==> src/rtl/pc_sequencer_if.sv <==
// Fetch-side bundle between pc_sequencer (master) and instruction memory / datapath (slave).
// Carries per-cycle control into the sequencer and the registered PC and status back out.
interface pc_sequencer_if #(
  parameter int PC_W    = 8,
  parameter int INSTR_W = 9,
  parameter int CNT_W   = 16
);
  logic [INSTR_W-1:0] instr;
  logic               stall;
  logic               branch;
  logic [PC_W-1:0]    branch_off;
  logic [PC_W-1:0]    pc;
  logic               fetch_valid;
  logic               done;
  logic               fault;
  logic [CNT_W-1:0]   cycle_count;
  logic [CNT_W-1:0]   instr_count;

  modport master (
    input  instr, stall, branch, branch_off,
    output pc, fetch_valid, done, fault, cycle_count, instr_count
  );

  modport slave (
    output instr, stall, branch, branch_off,
    input  pc, fetch_valid, done, fault, cycle_count, instr_count
  );
endinterface

==> src/rtl/pc_sequencer.sv <==
// Program-counter / fetch sequencer: PC, relative branches, halt and range-fault detection, saturating counters.
// PC updates one cycle after its inputs; stall holds the PC for as long as it is asserted.
module pc_sequencer #(
  parameter int                 PC_W       = 8,
  parameter int                 INSTR_W    = 9,
  parameter logic [INSTR_W-1:0] HALT_INSTR = 9'b101100100,
  parameter int                 CNT_W      = 16,
  parameter int                 WRAP_EN    = 0
) (
  input  logic           clk,
  input  logic           start,
  pc_sequencer_if.master bus
);

  typedef enum logic [1:0] {
    S_RUN    = 2'd0,
    S_HALTED = 2'd1,
    S_FAULT  = 2'd2
  } state_t;

  localparam logic [CNT_W-1:0] CNT_MAX = {CNT_W{1'b1}};

  state_t           r_state;
  logic [PC_W-1:0]  r_pc;
  logic [CNT_W-1:0] r_cycle;
  logic [CNT_W-1:0] r_instr;

  logic [PC_W:0]    w_step;
  logic [PC_W:0]    w_target;
  logic             w_out_of_range;
  logic             w_is_halt;
  logic [CNT_W-1:0] w_cycle_next;
  logic [CNT_W-1:0] w_instr_next;

  // One extra bit catches both negative targets and overflow past the top of memory.
  assign w_step         = bus.branch ? {bus.branch_off[PC_W-1], bus.branch_off} : (PC_W+1)'(1);
  assign w_target       = {1'b0, r_pc} + w_step;
  assign w_out_of_range = w_target[PC_W];
  assign w_is_halt      = (bus.instr == HALT_INSTR);

  assign w_cycle_next = (r_cycle == CNT_MAX) ? r_cycle : r_cycle + CNT_W'(1);
  assign w_instr_next = (r_instr == CNT_MAX) ? r_instr : r_instr + CNT_W'(1);

  always_ff @(posedge clk) begin
    if (start) begin
      r_state <= S_RUN;
      r_pc    <= '0;
      r_cycle <= '0;
      r_instr <= '0;
    end else begin
      case (r_state)
        S_RUN: begin
          r_cycle <= w_cycle_next;
          if (!bus.stall) begin
            if (w_is_halt) begin
              r_state <= S_HALTED;
            end else if (!w_out_of_range || (WRAP_EN != 0)) begin
              r_pc    <= w_target[PC_W-1:0];
              r_instr <= w_instr_next;
            end else begin
              r_state <= S_FAULT;
            end
          end
        end
        default: begin
          // HALTED and FAULT hold everything until the next start.
          r_state <= r_state;
        end
      endcase
    end
  end

  assign bus.pc          = r_pc;
  assign bus.cycle_count = r_cycle;
  assign bus.instr_count = r_instr;
  assign bus.fetch_valid = (r_state == S_RUN);
  assign bus.done        = (r_state == S_HALTED) || (r_state == S_FAULT);
  assign bus.fault       = (r_state == S_FAULT);

endmodule

==> src/flat_wrapper.sv <==
// flat-port wrapper written by rule: the top's interface ports become plain ports
module pc_sequencer_flat 
#(
  parameter int                 PC_W       = 8,
  parameter int                 INSTR_W    = 9,
  parameter logic [INSTR_W-1:0] HALT_INSTR = 9'b101100100,
  parameter int                 CNT_W      = 16,
  parameter int                 WRAP_EN    = 0
)
  (clk, start, bus_instr, bus_stall, bus_branch, bus_branch_off, bus_pc, bus_fetch_valid, bus_done, bus_fault, bus_cycle_count, bus_instr_count);
  pc_sequencer_if #(.PC_W(PC_W), .INSTR_W(INSTR_W), .CNT_W(CNT_W)) bus_i ();
  input  logic clk;
  input  logic start;
  input wire logic [$bits(bus_i.instr)-1:0] bus_instr;
  input wire logic [$bits(bus_i.stall)-1:0] bus_stall;
  input wire logic [$bits(bus_i.branch)-1:0] bus_branch;
  input wire logic [$bits(bus_i.branch_off)-1:0] bus_branch_off;
  output wire logic [$bits(bus_i.pc)-1:0] bus_pc;
  output wire logic [$bits(bus_i.fetch_valid)-1:0] bus_fetch_valid;
  output wire logic [$bits(bus_i.done)-1:0] bus_done;
  output wire logic [$bits(bus_i.fault)-1:0] bus_fault;
  output wire logic [$bits(bus_i.cycle_count)-1:0] bus_cycle_count;
  output wire logic [$bits(bus_i.instr_count)-1:0] bus_instr_count;
  assign bus_i.instr = bus_instr;
  assign bus_i.stall = bus_stall;
  assign bus_i.branch = bus_branch;
  assign bus_i.branch_off = bus_branch_off;
  assign bus_pc = bus_i.pc;
  assign bus_fetch_valid = bus_i.fetch_valid;
  assign bus_done = bus_i.done;
  assign bus_fault = bus_i.fault;
  assign bus_cycle_count = bus_i.cycle_count;
  assign bus_instr_count = bus_i.instr_count;
  pc_sequencer #(.PC_W(PC_W), .INSTR_W(INSTR_W), .HALT_INSTR(HALT_INSTR), .CNT_W(CNT_W), .WRAP_EN(WRAP_EN)) u_core (.clk(clk), .start(start), .bus(bus_i));
endmodule
==> config.mk <==
export PLATFORM = sky130hd
export DESIGN_NAME = pc_sequencer_flat
export DESIGN_NICKNAME = d
export VERILOG_FILES = /design/src/rtl/pc_sequencer_if.sv /design/src/rtl/pc_sequencer.sv /design/src/flat_wrapper.sv
export SDC_FILE = /design/constraint.sdc
export NUM_CORES = 1
export LEC_CHECK = 0
export ABC_AREA = 1
export CAP_MARGIN = 20
export CORE_MARGIN = 2
export CORE_UTILIZATION = 55
export CTS_CLUSTER_DIAMETER = 80
export DETAILED_ROUTE_END_ITERATION = 10
export DONT_BUFFER_PORTS = 1
export PLACE_DENSITY_LB_ADDON = 0.12
export REMOVE_ABC_BUFFERS = 1
export SLEW_MARGIN = 20
export SYNTH_ARGS = -nofsm -noshare
export SYNTH_HDL_FRONTEND = slang
export SYNTH_SLANG_ARGS = --single-unit
==> constraint.sdc <==
create_clock -name clk -period 3.35 [get_ports clk]
set_input_delay 0.335 -clock clk [delete_from_list [all_inputs] [get_ports clk]]
set_output_delay 0.335 -clock clk [all_outputs]
set_load 0.01 [all_outputs]
==> results of run 1 <==
## area by class of cell
cell class	count	area, um^2	area share, %
Multi-Input combinational cell	314	1594	56.47
Clock inverter	2	13.76	0.4876
Inverter	56	210.2	7.447
Timing Repair Buffer	1	7.507	0.2660
Clock buffer	6	72.57	2.571
Sequential cell	42	840.8	29.79
Tap cell	67	83.83	2.970
## worst max-delay path, stage by stage, from the launching register on
cell and delay [ns]:
dfxtp_1 0.52, ha_1 0.22, nand2_1 0.05, inv_1 0.08, nand2_1 0.09, nor2_1 0.21, nand3_1 0.10, nand2_1 0.41
nor2_1 0.21, o21ai_0 0.23, a21oi_1 0.06
## registers in the layout (all words and copies together) (netlist names)
| register | count |
|---|---|
| u_core.bus.cycle_count | 16 |
| u_core.bus.instr_count | 16 |
| u_core.bus.pc | 8 |
| u_core.r_state | 2 |
## power breakdown
group / switching [W] / internal, W / total [W]
Clock: 0.000189 / 0.000147 / 0.000337
Combinational: 0.000134 / 0.0000726 / 0.000207
Sequential: 0.0000408 / 0.000525 / 0.000565
## per-layer routing
layer	global-route usage, %	wire length, um
met1	31.33	2848
met2	36.71	2728
met3	6.233	400
met4	6.349	97
met5	0	0
## path summary, 6_finish.rpt
| path | startpoint | end | slack [ns] | depth (start not counted) |
|---|---|---|---|---|
| setup / recovery | u_core.bus.cycle_count[0] | u_core.bus.cycle_count[6] | 1.03 | 10 |
| hold reg to reg | u_core.r_state[1] | u_core.r_state[1] | 0.49 | 2 |
| hold / removal | start | u_core.bus.cycle_count[8] | 0.09 | 1 |
| setup reg to reg | u_core.bus.cycle_count[0] | u_core.bus.cycle_count[6] | 1.03 | 10 |
## kinds of logic after synthesis
logic type,count (synthesis)
AOI/OAI and AO/OA,37
xor gates and xnor gates,12
adders and majority gates,13
buffers and inverters,67
DFF,42
and+or+nand+nor,252
## placed cells by master, fill, tap and decap left out, drive strengths merged, types with 2 or more instances in the layout
| master | count |
|---|---|
| nor3 | 11 |
| clkinv | 2 |
| xor2 | 7 |
| nand2 | 102 |
| nand4 | 23 |
| a21o | 2 |
| nand3 | 15 |
| a21oi | 18 |
| a31oi | 2 |
| xnor2 | 5 |
| ha | 12 |
| nor2 | 95 |
| clkbuf | 6 |
| inv | 56 |
| dfxtp | 42 |
| o21ai | 13 |
| nor3b | 2 |
## per-stage QoR
step                      worst slack [ns]  cells  instance area [um^2]
after global placement               1.097    480                  2736
final                                1.033    488                  2823
after detailed placement            0.9945    480                  2736
after CTS                            1.025    488                  2823
after global routing                0.7605    488                  2823
after floorplan                      1.355    412                  2645
==> implementation parameters, run 1 <==
Parameter                              Value

Run status
  Result of the run    completed

Synthesis
  Proportion of netlist area held by the largest area contributor    30.91%
  Xor-xnor portion of the synthesized cell area    3.864%
  Average cell area after synthesis    6.431 um^2
  Total number of yosys warnings    0
  Total standard cell area after synthesis    2720 um^2
  Synthesized-area fraction occupied by ao, oa, aoi and oai cells    7.728%
  Largest area contributor in the netlist    dfxtp_1
  #FFs+latches synth    42
  Cells after Synth    423
  Mux share of post-synthesis cell area    0%
  Number of distinct library cell variants in the gate-level netlist after synthesis    35
  Synth Area in Adders    6.256%
  Simple logic cell fraction of the synthesized area    40.75%
  Share of synthesized registers carrying an async set or reset    0%
  Count of flip-flops with a built-in enable after synthesis    0
  Top cells by area, synth    dfxtp_1, nand2_1, nor2_1
  Most used flip-flop cell after synthesis    dfxtp_1
  Main combinational cell family by area after synthesis    simple AND/OR/NAND/NOR gates
  Most frequent cell after synthesis    nand2_1
  Most instantiated cells after synthesis    nand2_1, nor2_1, inv_1
  Sequential share of the synthesized area    30.91%

Die
  Die Width    74.33 um
  Num rows    25
  Total Die Area    5524 um^2
  Total I/O pin count    64
  Die Y    74.33 um
  Area of the placeable core    4755 um^2
  Starting density of the core    57.21%

Power
  Leakage Power    1.226 nW
  Final total power    0.001109 W
  Power per standard cell area    392.9 nW/um^2
  Maximum vdd drop    0.1773 mV

Clocking
  Clock Path Buffers    2
  # H-tree levels    2
  Number of buffers inserted for hold repair after clock tree synthesis    0
  Number of buffers inserted to repair setup after CTS    0
  Clock tree from TritonCTS    built
  Clock latency on the worst-skew pair    0.30 ns
  Number of sinks handled by clock tree synthesis    42
  Cell at the root of the clock tree    clkbuf_8
  Clk slew on worst S/H paths    0.09 ns
  Gates resized, CTS repair    0
  TritonCTS buffer count    5

Global route
  Sum of overflow across all layers after global routing    0
  Via count of the first global-routing pass    2319
  Antenna violations before repair    0
  Global-route wire length before repair    10.16 mm
  Global-route usage over all layers    23.15%
  Largest net degree at the start of global routing    33

Setup path
  Required arrival time at the worst endpoint    3.53 ns
  Critical Path Start Type    register
  Crit path arrival time    2.50 ns
  Crit path capture type    register
  Maximum fanout along the worst path    17
  Critical path type    register to register

Timing
  Fmax    0.4316 GHz
  Share of the clock period used by the worst path    69.17%
  Fin Hold WS    0.08807 ns
  Clock period minus worst slack    2.317 ns
  Slew margin rel.    37.21%
  Final hold vios    0
  Number of setup violations in the final report    0
  RSZ-0062 raised after global routing    false
  Setup tns final    0 ns
  Final-report max-slew violation count    0
  Clock skew after layout    0.009684 ns
  Transition at the pin with the smallest max-transition slack    0.9408 ns

Routing
  Detailed-route DRC error count    0
  Final ANT Viol Nets    0
  Final wirelength    6.075 mm
  Vias per std cell    5.340
  Iteration-0 DRC Markers    160
  Number of detailed-routing iterations run before antenna repair    4
  Post-detailed-route wirelength per cell    12.45 um
  Vias    2606

Cells and area
  Number of inserted filler cells in the final layout    487
  Antenna diode count    0
  Net count reported at finish    454
  Fraction of final layout cells with drive strength greater than 1    5.226%
  Fin util    59.37%
  Area growth from synthesis to final layout    3.772%

Worst hold path
  Hold WC Path Type    primary input to register

Run
  Number of maximum-capacitance violations    0

Placed design
  Half-perimeter wire length after detailed placement    4.412 mm
  Port-buffer cells    0
  Routability-driven placement congestion ratio    0.8781
Note: power is estimated with default switching activity, not from simulation.
==> run 2: changes to the inputs <==
==> constraint.sdc (replaced) <==
create_clock -name clk -period 2.3 [get_ports clk]
set_input_delay 0.23 -clock clk [delete_from_list [all_inputs] [get_ports clk]]
set_output_delay 0.23 -clock clk [all_outputs]
set_load 0.01 [all_outputs]
==> implementation parameters, run 2 (same netlist as run 1, synthesis figures left out) <==
Parameter                              Value

Worst hold path
  Hold Crit Start    start
  Cell depth of the worst hold path    3
  Hold WC Path Type    primary input to register
  End of the worst hold path    u_core.bus.instr_count[4]

Die
  Area of the placeable core    4755 um^2
  Total Die Area    5524 um^2
  Starting density of the core    57.21%
  Die Width    74.33 um
  Total I/O pin count    64
  Num rows    25
  Die Y    74.33 um

Run status
  Result of the run    completed

Global route
  Via count of the first global-routing pass    2337
  Largest net degree at the start of global routing    25
  Antenna violations before repair    0
  Sum of overflow across all layers after global routing    0
  Global-route wire length before repair    9.977 mm
  Global-route usage over all layers    22.80%

Setup path
  Launch point of the worst reg-to-reg path    u_core.bus.pc[0]
  Required arrival time at the worst endpoint    2.54 ns
  Reg2reg setup slack    0.20 ns
  Critical path type    register to register
  Slowest stage cell, crit path    fa_1
  Cells along the critical path    ha_1, fa_1, nand2_1, nand2_1, nand3_2, nand2_1, nand2_2, nand4_4, nor2_1, nor2_1, nor2_1
  Crit path arrival time    2.34 ns
  Crit-path max cell delay    0.42 ns
  Crit path capture type    register
  End of the worst register-to-register path    u_core.bus.instr_count[0]
  Maximum fanout along the worst path    12
  Startpoint of the worst setup timing path    u_core.bus.pc[0]
  Critical Path Start Type    register
  Number of cell instances on the worst register-to-register path    11

Clocking
  Clock latency on the worst-skew pair    0.30 ns
  Clk slew on worst S/H paths    0.08 ns
  # H-tree levels    2
  Number of sinks handled by clock tree synthesis    42
  Clock tree from TritonCTS    built
  Clock Path Buffers    2
  TritonCTS buffer count    5
  Cell at the root of the clock tree    clkbuf_8
  Number of buffers inserted to repair setup after CTS    0

Timing
  Share of the clock period used by the worst path    91.24%
  Number of setup violations in the final report    0
  Clock period minus worst slack    2.099 ns
  Slew margin rel.    68.78%
  Final hold vios    0
  Transition at the pin with the smallest max-transition slack    0.4648 ns
  Fmax    0.4765 GHz
  Setup tns final    0 ns
  Final-report max-slew violation count    0
  Clock skew after layout    0.004551 ns
  RSZ-0062 raised after global routing    false

Placed design
  Routability-driven placement congestion ratio    0.8476
  Half-perimeter wire length after detailed placement    4.433 mm
  Standard cell area after detailed placement    2789 um^2
  Port-buffer cells    0

Cells and area
  Fraction of final layout cells with drive strength greater than 1    7.442%
  Area growth from synthesis to final layout    8.924%
  Antenna diode count    0
  Total non-filler cell area in the finished layout    2963 um^2
  Net count reported at finish    463
  Fin util    62.32%
  Most frequent standard cell in the layout excluding fill and tap cells    nand2_1
  Commonest cells after routing, fill and taps aside    nand2_1, nor2_1, inv_1, dfxtp_1, nand4_1

Power
  Share of power burned in combinational logic    18.1%
  Power spent charging and discharging nets    0.0005338 W
  Clock network fraction of design power    38.7%
  Power share of the sequential group    43.3%
  Leakage Power    1.293 nW
  Power per standard cell area    635.7 nW/um^2
  Sw frac    28.34%
  Design internal power    0.001350 W
  Maximum vdd drop    0.3290 mV
  Final total power    0.001884 W

Routing
  Detailed-route DRC error count    0
  Final wirelength    6.076 mm
  Vias    2569
  Final ANT Viol Nets    0
  Post-detailed-route wirelength per cell    12.23 um
  Number of detailed-routing iterations run before antenna repair    4
  Iteration-0 DRC Markers    116
  Vias per std cell    5.169

Run
  Number of maximum-capacitance violations    0
## run 2: layer usage
| layer | share of wire, % | up-vias | GRT usage (%) |
|---|---|---|---|
| li1 | - | 1353 | - |
| met1 | 47 | 1136 | 29.43 |
| met2 | 45 | 71 | 38.49 |
| met3 | 6.6 | 9 | 5.149 |
| met4 | 1.3 | 0 | 6.349 |
| met5 | 0 | - | 0 |
## run 2: power by group through the flow
| stage | Sequential (W) | Clock (W) | Combinational (W) |
|---|---|---|---|
| 2_1_floorplan | 0.000828 | 0 | 0.000244 |
| 3_3_place_gp | 0.000831 | 0 | 0.000318 |
| 3_5_place_dp | 0.000833 | 0 | 0.000324 |
| 4_1_cts | 0.000816 | 0.000740 | 0.000331 |
| 5_1_grt | 0.000821 | 0.000763 | 0.000389 |
| 6_report | 0.000815 | 0.000728 | 0.000340 |
## run 2: area by class of cell
cell class	instances	area [um^2]
fillers	460	1792
multi-input cells	315	1615
flip-flops and latches	42	840.8
inverters	56	210.2
well taps	67	83.83
clock buffers	6	82.58
repair buffers	9	70.07
clock inverters	2	60.06
## run 2: worst max-delay path: cells and delay by family, from the launching register on
kind                     cells  cell delay [ns]
AND/OR/NAND/NOR              9             1.08
adder cells (fa/ha/maj)      2             0.64
flip-flops                   1             0.32
## run 2: stage by stage
stage	worst slack (ns)	std cells	hold WS, ns
2_1_floorplan	0.3472	412	0.2991
3_3_place_gp	0.1590	487	0.3006
3_5_place_dp	0.09006	487	0.3023
4_1_cts	0.04555	496	0.2510
5_1_grt	0.05764	497	0.2920
6_report	0.2015	497	0.2489
## run 2: what timing repair did
action	4_1_cts	5_1_grt
endpoints found under the setup margin	0	10
hold buffers	1	0
gates resized for setup	0	2
hold endpoints to repair	10	0
## run 2: worst max path at each step
stage / end / slack [ns] / cells after the start
6_report: u_core.bus.instr_count[0] / 0.20 / 11
3_5_place_dp: u_core.bus.pc[1] / 0.09 / 11
5_1_grt: u_core.bus.instr_count[4] / 0.06 / 10
4_1_cts: u_core.bus.pc[1] / 0.05 / 11
2_1_floorplan: u_core.bus.pc[1] / 0.35 / 11
3_3_place_gp: u_core.bus.pc[6] / 0.16 / 12
